==> config.mk <==
export PLATFORM = sky130hd
export DESIGN_NAME = biriscv_fetch_issue
export DESIGN_NICKNAME = d
export VERILOG_FILES = /design/src/rtl/biriscv_fetch_issue.sv
export SDC_FILE = /design/constraint.sdc
export NUM_CORES = 1
export LEC_CHECK = 0
export BUFFER_PORTS_ARGS = -buffer_cell sky130_fd_sc_hd__buf_2
export CAP_MARGIN = 20
export CORE_MARGIN = 1
export CORE_UTILIZATION = 45
export CTS_CLUSTER_DIAMETER = 100
export CTS_CLUSTER_SIZE = 28
export DETAILED_ROUTE_END_ITERATION = 10
export GPL_TIMING_DRIVEN = 0
export PLACE_DENSITY = 0.75
export SLEW_MARGIN = 0
export SYNTH_ARGS = -nofsm -noshare
export SYNTH_HDL_FRONTEND = slang
export SYNTH_SLANG_ARGS = --single-unit
export TNS_END_PERCENT = 20
==> constraint.sdc <==
create_clock -name clk_i -period 12.65 [get_ports clk_i]
set_input_delay 0.6325 -clock clk_i [delete_from_list [all_inputs] [get_ports clk_i]]
set_output_delay 0.6325 -clock clk_i [all_outputs]
set_load 0.05 [all_outputs]
==> src/rtl/biriscv_fetch_issue.sv <==
// Instruction fetch issue stage. It keeps at most one I-cache request in flight and skid-buffers
// the response while decode stalls. Redirects flush the stage, and faulted packets halt fetch.
module biriscv_fetch_issue #(
    parameter logic [31:0] BOOT_VECTOR = 32'h80000000
) (
    input  logic        clk_i,
    input  logic        rst_i,
    input  logic        branch_request_i,
    input  logic [31:0] branch_pc_i,
    input  logic [1:0]  branch_priv_i,
    output logic        icache_rd_o,
    output logic [31:0] icache_pc_o,
    output logic [1:0]  icache_priv_o,
    input  logic        icache_accept_i,
    input  logic        icache_valid_i,
    input  logic [63:0] icache_inst_i,
    input  logic        icache_error_i,
    input  logic        icache_page_fault_i,
    output logic        fetch_valid_o,
    output logic [63:0] fetch_instr_o,
    output logic [31:0] fetch_pc_o,
    output logic [1:0]  fetch_pred_branch_o,
    output logic        fetch_fault_fetch_o,
    output logic        fetch_fault_page_o,
    input  logic        fetch_accept_i
);

    typedef enum logic [1:0] {S_RUN, S_WAIT, S_HOLD} state_t;

    state_t      r_state;
    logic [31:0] r_pc;
    logic [31:0] r_req_pc;
    logic [1:0]  r_priv;
    logic        r_discard;
    logic        r_halt;
    logic [63:0] r_skid_instr;
    logic [31:0] r_skid_pc;
    logic        r_skid_err;
    logic        r_skid_pf;

    logic        w_req_fire;
    logic        w_resp_live;
    logic        w_resp_fault;
    logic [63:0] w_resp_instr;
    logic        w_unused_branch_lsbs;

    assign w_unused_branch_lsbs = ^branch_pc_i[2:0];

    assign w_req_fire   = icache_rd_o & icache_accept_i;
    assign w_resp_live  = (r_state == S_WAIT) & icache_valid_i & ~r_discard & ~branch_request_i;
    assign w_resp_fault = icache_error_i | icache_page_fault_i;
    assign w_resp_instr = w_resp_fault ? 64'b0 : icache_inst_i;

    // A live response bypasses the skid register. A redirect suppresses any packet that cycle.
    always_comb begin
        icache_rd_o         = ~rst_i & (r_state == S_RUN) & ~r_halt;
        icache_pc_o         = r_pc;
        icache_priv_o       = r_priv;
        fetch_valid_o       = 1'b0;
        fetch_instr_o       = 64'b0;
        fetch_pc_o          = 32'b0;
        fetch_pred_branch_o = 2'b00;
        fetch_fault_fetch_o = 1'b0;
        fetch_fault_page_o  = 1'b0;
        if (w_resp_live) begin
            fetch_valid_o       = 1'b1;
            fetch_instr_o       = w_resp_instr;
            fetch_pc_o          = r_req_pc;
            fetch_fault_fetch_o = icache_error_i;
            fetch_fault_page_o  = icache_page_fault_i;
        end else if ((r_state == S_HOLD) && !branch_request_i) begin
            fetch_valid_o       = 1'b1;
            fetch_instr_o       = r_skid_instr;
            fetch_pc_o          = r_skid_pc;
            fetch_fault_fetch_o = r_skid_err;
            fetch_fault_page_o  = r_skid_pf;
        end
    end

    always_ff @(posedge clk_i or posedge rst_i) begin
        if (rst_i) begin
            r_state      <= S_RUN;
            r_pc         <= BOOT_VECTOR;
            r_req_pc     <= BOOT_VECTOR;
            r_priv       <= 2'b11;
            r_discard    <= 1'b0;
            r_halt       <= 1'b0;
            r_skid_instr <= 64'b0;
            r_skid_pc    <= 32'b0;
            r_skid_err   <= 1'b0;
            r_skid_pf    <= 1'b0;
        end else if (branch_request_i) begin
            r_pc         <= {branch_pc_i[31:3], 3'b000};
            r_priv       <= branch_priv_i;
            r_halt       <= 1'b0;
            r_skid_instr <= 64'b0;
            r_skid_pc    <= 32'b0;
            r_skid_err   <= 1'b0;
            r_skid_pf    <= 1'b0;
            // The request still in flight must have its response dropped when it returns.
            case (r_state)
                S_WAIT: begin
                    if (icache_valid_i) begin
                        r_state   <= S_RUN;
                        r_discard <= 1'b0;
                    end else begin
                        r_discard <= 1'b1;
                    end
                end
                S_RUN: begin
                    if (w_req_fire) begin
                        r_state   <= S_WAIT;
                        r_discard <= 1'b1;
                    end
                end
                default: r_state <= S_RUN;
            endcase
        end else begin
            case (r_state)
                S_RUN: begin
                    if (w_req_fire) begin
                        r_state  <= S_WAIT;
                        r_req_pc <= r_pc;
                        r_pc     <= r_pc + 32'd8;
                    end
                end
                S_WAIT: begin
                    if (icache_valid_i) begin
                        if (r_discard) begin
                            r_discard <= 1'b0;
                            r_state   <= S_RUN;
                        end else if (fetch_accept_i) begin
                            r_state <= S_RUN;
                            r_halt  <= w_resp_fault;
                        end else begin
                            r_state      <= S_HOLD;
                            r_skid_instr <= w_resp_instr;
                            r_skid_pc    <= r_req_pc;
                            r_skid_err   <= icache_error_i;
                            r_skid_pf    <= icache_page_fault_i;
                        end
                    end
                end
                S_HOLD: begin
                    if (fetch_accept_i) begin
                        r_state <= S_RUN;
                        r_halt  <= r_skid_err | r_skid_pf;
                    end
                end
                default: r_state <= S_RUN;
            endcase
        end
    end

endmodule
==> qor.yml <==
status: "completed"
critical_path.cell_chain: "nor2b_1 > nor2b_1 > clkbuf_1 > clkbuf_1 > buf_1 > and2_1 > buf_4 > buf_2"
htreeDepth: 4
cts_root_buf: "clkbuf_16"
sw_frac_of_total: 0.295
synth.area.mux_share: 0.0449
synth_fa_ha_area_frac: 0.00157
leakagePower_uw: 0.00461
switchingPower_uw: 401
antenna_found_initial: 1
path_class: "flop to primary output"
end_kind: "primary output"
cts_tree: "done"
cts_buffer_depth: 2
synthArstFlopShare: 1.00
cpPeakStageDelay_ns: 0.46
cts_buffers: 17
fin_setup_tns_ns: 0
critPathArrivalTime_ns: 3.15
drtPass1Iterations: 5
drt-total-wl_mm: 24.3
clock.fmax_ghz: 0.264
viasPerCell: 5.87
ctsHoldBuffers: 0
ioPinCount: 242
finalCritPeriodShare: 0.299
drt_iter0_drc: 588
die_h_um: 135
grt_pass1_wl_mm: 38.1
drv_cap: 0
required_ns: 12.02
synthCells: 823
dp.cells: 1283
row_count: 48
final_nets: 1184
synth_top_family_by_area: "compound AO/OA/AOI/OAI gates"
grt_max_degree: 134
ys_ff_latch: 160
yosys.area_share.xor_xnor: 0.0231
drv_slew: 0
avgSynthCellArea_um2: 9.68
r2r_slack_ns: 10.17
ys_warn_count: 0
finalCriticalPeriod_ns: 3.78
hold_path_class: "input port to asynchronous set/reset pin"
cts.reportedPaths.clkPinSlew_ns: 0.06
grt_overflow_total: 0
synth_compound_gate_area_share: 0.206
finalPower_uw: 1360
clk_latency_ns: 0.43
antenna_cells: 0
rsz0062_at_grt: "false"
core_area_mm2: 0.0173
die_area_mm2: 0.0182
ant_nets: 0
synthSimpleGateAreaFrac: 0.173
r2r_end: "r_skid_pc[15]"
die_width_um: 135
gp_congestion: 0.832
cp_max_fo: 10
start_kind: "flop"
avgRoutedWirePerCell_um: 18.5
grt_usage: 0.270
crit-reg2reg-launch: "r_state[0]"
cts_setup_buffers: 0
pwr-share-clk: 0.404
ir_drop_mv: 0.0930
synth_area_mm2: 0.00796
fin_worst_hold_slack_ns: 0.190
hold_violations: 0
vias: 7720
startpoint: "r_state[1]"
p_per_area_mw_per_mm2: 135
pwr-share-comb: 0.152
drc: 0
internal_power_uw: 959
finalSetupViolations: 0
grt_pass1_vias: 7281
rr_worst_depth: 7
cts_resized: 0
yosysSeqAreaShare: 0.503
slew-limit-headroom: 0.312
worst_pin_slew_ns: 1.02
synth.distinct_cells: 44
skew_ns: 0.0100
crit_end: "fetch_pc_o[2]"
synth_edf_count: 0
port_buffers: 230
start_util: 0.460
final_cells: 1315
synth_flop_cell: "dfrtp_1"
seqPwrFrac: 0.444
area_delta_synth_final_pct: 26.6
cts_sinks: 160
cp_slowest_cell: "buf_1"
layout-drive-gt1-share: 0.278
dp_hpwl_mm: 17.0
## through the flow
| step | util | cell area, um^2 | worst slack [ns] |
|---|---|---|---|
| 2_1_floorplan | - | 7980 | 7.70 |
| 4_1_cts | 0.583 | 10100 | 8.86 |
| 6_report | 0.583 | 10100 | 8.87 |
| 5_1_grt | 0.583 | 10100 | 8.64 |
| 3_5_place_dp | 0.546 | 9450 | 9.09 |
| 3_3_place_gp | 0.544 | 9410 | 5.74 |
## worst max-delay path: cells and delay by family, from the launching register on
family	cells	cell delay, ns
buffers and inverters	5	1.60
flip-flops	1	0.44
AND/OR/NAND/NOR	3	0.67
## Yosys cell counts (all sizes together) (2+ instances only)
master / count / share of area
and3: 4 / 0.0031
or4: 2 / 0.0019
dfstp: 4 / 0.013
nor2: 14 / 0.0066
inv: 4 / 0.0019
xnor2: 11 / 0.012
or2: 2 / 0.0016
a21oi: 89 / 0.056
nand4: 11 / 0.0086
a22o: 51 / 0.056
a32o: 54 / 0.068
nor3b: 2 / 0.0019
o31a: 7 / 0.0077
nor2b: 6 / 0.0047
and2: 6 / 0.0047
nand2b: 7 / 0.0055
buf: 25 / 0.018
and4: 5 / 0.0055
nand2: 153 / 0.072
clkbuf: 59 / 0.028
nor3: 3 / 0.0019
nand3: 65 / 0.041
dfrtp: 156 / 0.49
mux2i: 2 / 0.0025
nor4: 7 / 0.0090
xor2: 10 / 0.011
o21ai: 27 / 0.017
mux2: 30 / 0.042
## logic make-up after synthesis
| family | Yosys count |
|---|---|
| compound gates | 230 |
| fa+ha+maj | 1 |
| xor+xnor | 21 |
| simple gates | 290 |
| flops | 160 |
| other cells | 1 |
| mux | 32 |
| buf+inv | 88 |
## worst min-delay path by stage
stage / slack, ns / depth (start not counted) / start / end
finish: 0.19 / 2 / rst_i / r_skid_pc[4]
global placement: 0.46 / 1 / r_skid_pc[2] / r_skid_pc[2]
detailed placement: 0.46 / 1 / r_skid_pc[2] / r_skid_pc[2]
CTS: 0.19 / 2 / rst_i / icache_pc_o[11]
floorplan: 0.44 / 1 / r_skid_pc[2] / r_skid_pc[2]
global route: 0.20 / 2 / rst_i / icache_pc_o[16]
## flip-flops by register name, summed over array words and instances, names as in the netlist
| name | flops |
|---|---|
| icache_pc_o | 29 |
| icache_priv_o | 2 |
| r_discard | 1 |
| r_halt | 1 |
| r_req_pc | 29 |
| r_skid_err | 1 |
| r_skid_instr | 64 |
| r_skid_pc | 30 |
| r_skid_pf | 1 |
| r_state | 2 |
## cells in the final DEF, fill, tap and decap left out, types with 2 or more instances in the layout
cell,netlist,final
mux2_2,11,11
and3_1,4,4
nor3b_1,2,2
clkbuf_16,0,17
o31a_1,7,7
nand2b_1,7,7
clkbuf_1,59,59
a22o_1,51,51
clkinv_4,0,4
and4_1,5,5
nor2_1,14,14
nand3_1,64,64
dfstp_2,4,4
xor2_1,10,10
bufinv_16,0,3
dfrtp_1,156,156
mux2_1,19,19
nor4_2,2,2
conb_1,1,5
buf_1,8,8
mux2i_1,2,2
o21ai_0,26,26
xnor2_1,11,11
nor3_1,3,3
or4_1,2,2
nor4_1,4,4
inv_1,4,3
and2_1,6,6
a21oi_1,89,89
clkbuf_8,0,4
a32o_1,54,54
nor2b_1,6,6
buf_4,10,10
buf_2,7,237
nand2_1,152,152
clkinvlp_4,0,2
nand4_1,11,11
## cell type report
| cell class | count | area (um^2) |
|---|---|---|
| clock buffer | 21 | 480 |
| inverter | 4 | 22.5 |
| sequential | 160 | 4010 |
| multi-input combinational | 579 | 3590 |
| buffer | 84 | 362 |
| tap | 225 | 282 |
| clock inverter | 11 | 154 |
| timing repair buffer | 231 | 1180 |
| fill | 1585 | 7220 |
## power by group through the flow
| stage | Sequential [uW] | Clock, uW | Combinational [uW] |
|---|---|---|---|
| 2_1_floorplan | 631 | 0 | 111 |
| 3_3_place_gp | 610 | 0 | 202 |
| 3_5_place_dp | 612 | 0 | 206 |
| 4_1_cts | 603 | 555 | 208 |
| 5_1_grt | 610 | 576 | 224 |
| 6_report | 604 | 550 | 207 |
## metal layers
| metal | track usage | up-vias | routed length [um] |
|---|---|---|---|
| met3 | 0.0544 | 54 | 1620 |
| met5 | 0 | - | 10 |
| met1 | 0.360 | 3827 | 10200 |
| met2 | 0.426 | 345 | 11700 |
| met4 | 0.121 | 2 | 711 |
| li1 | - | 3492 | - |
Power figures use the tool's default switching activity.
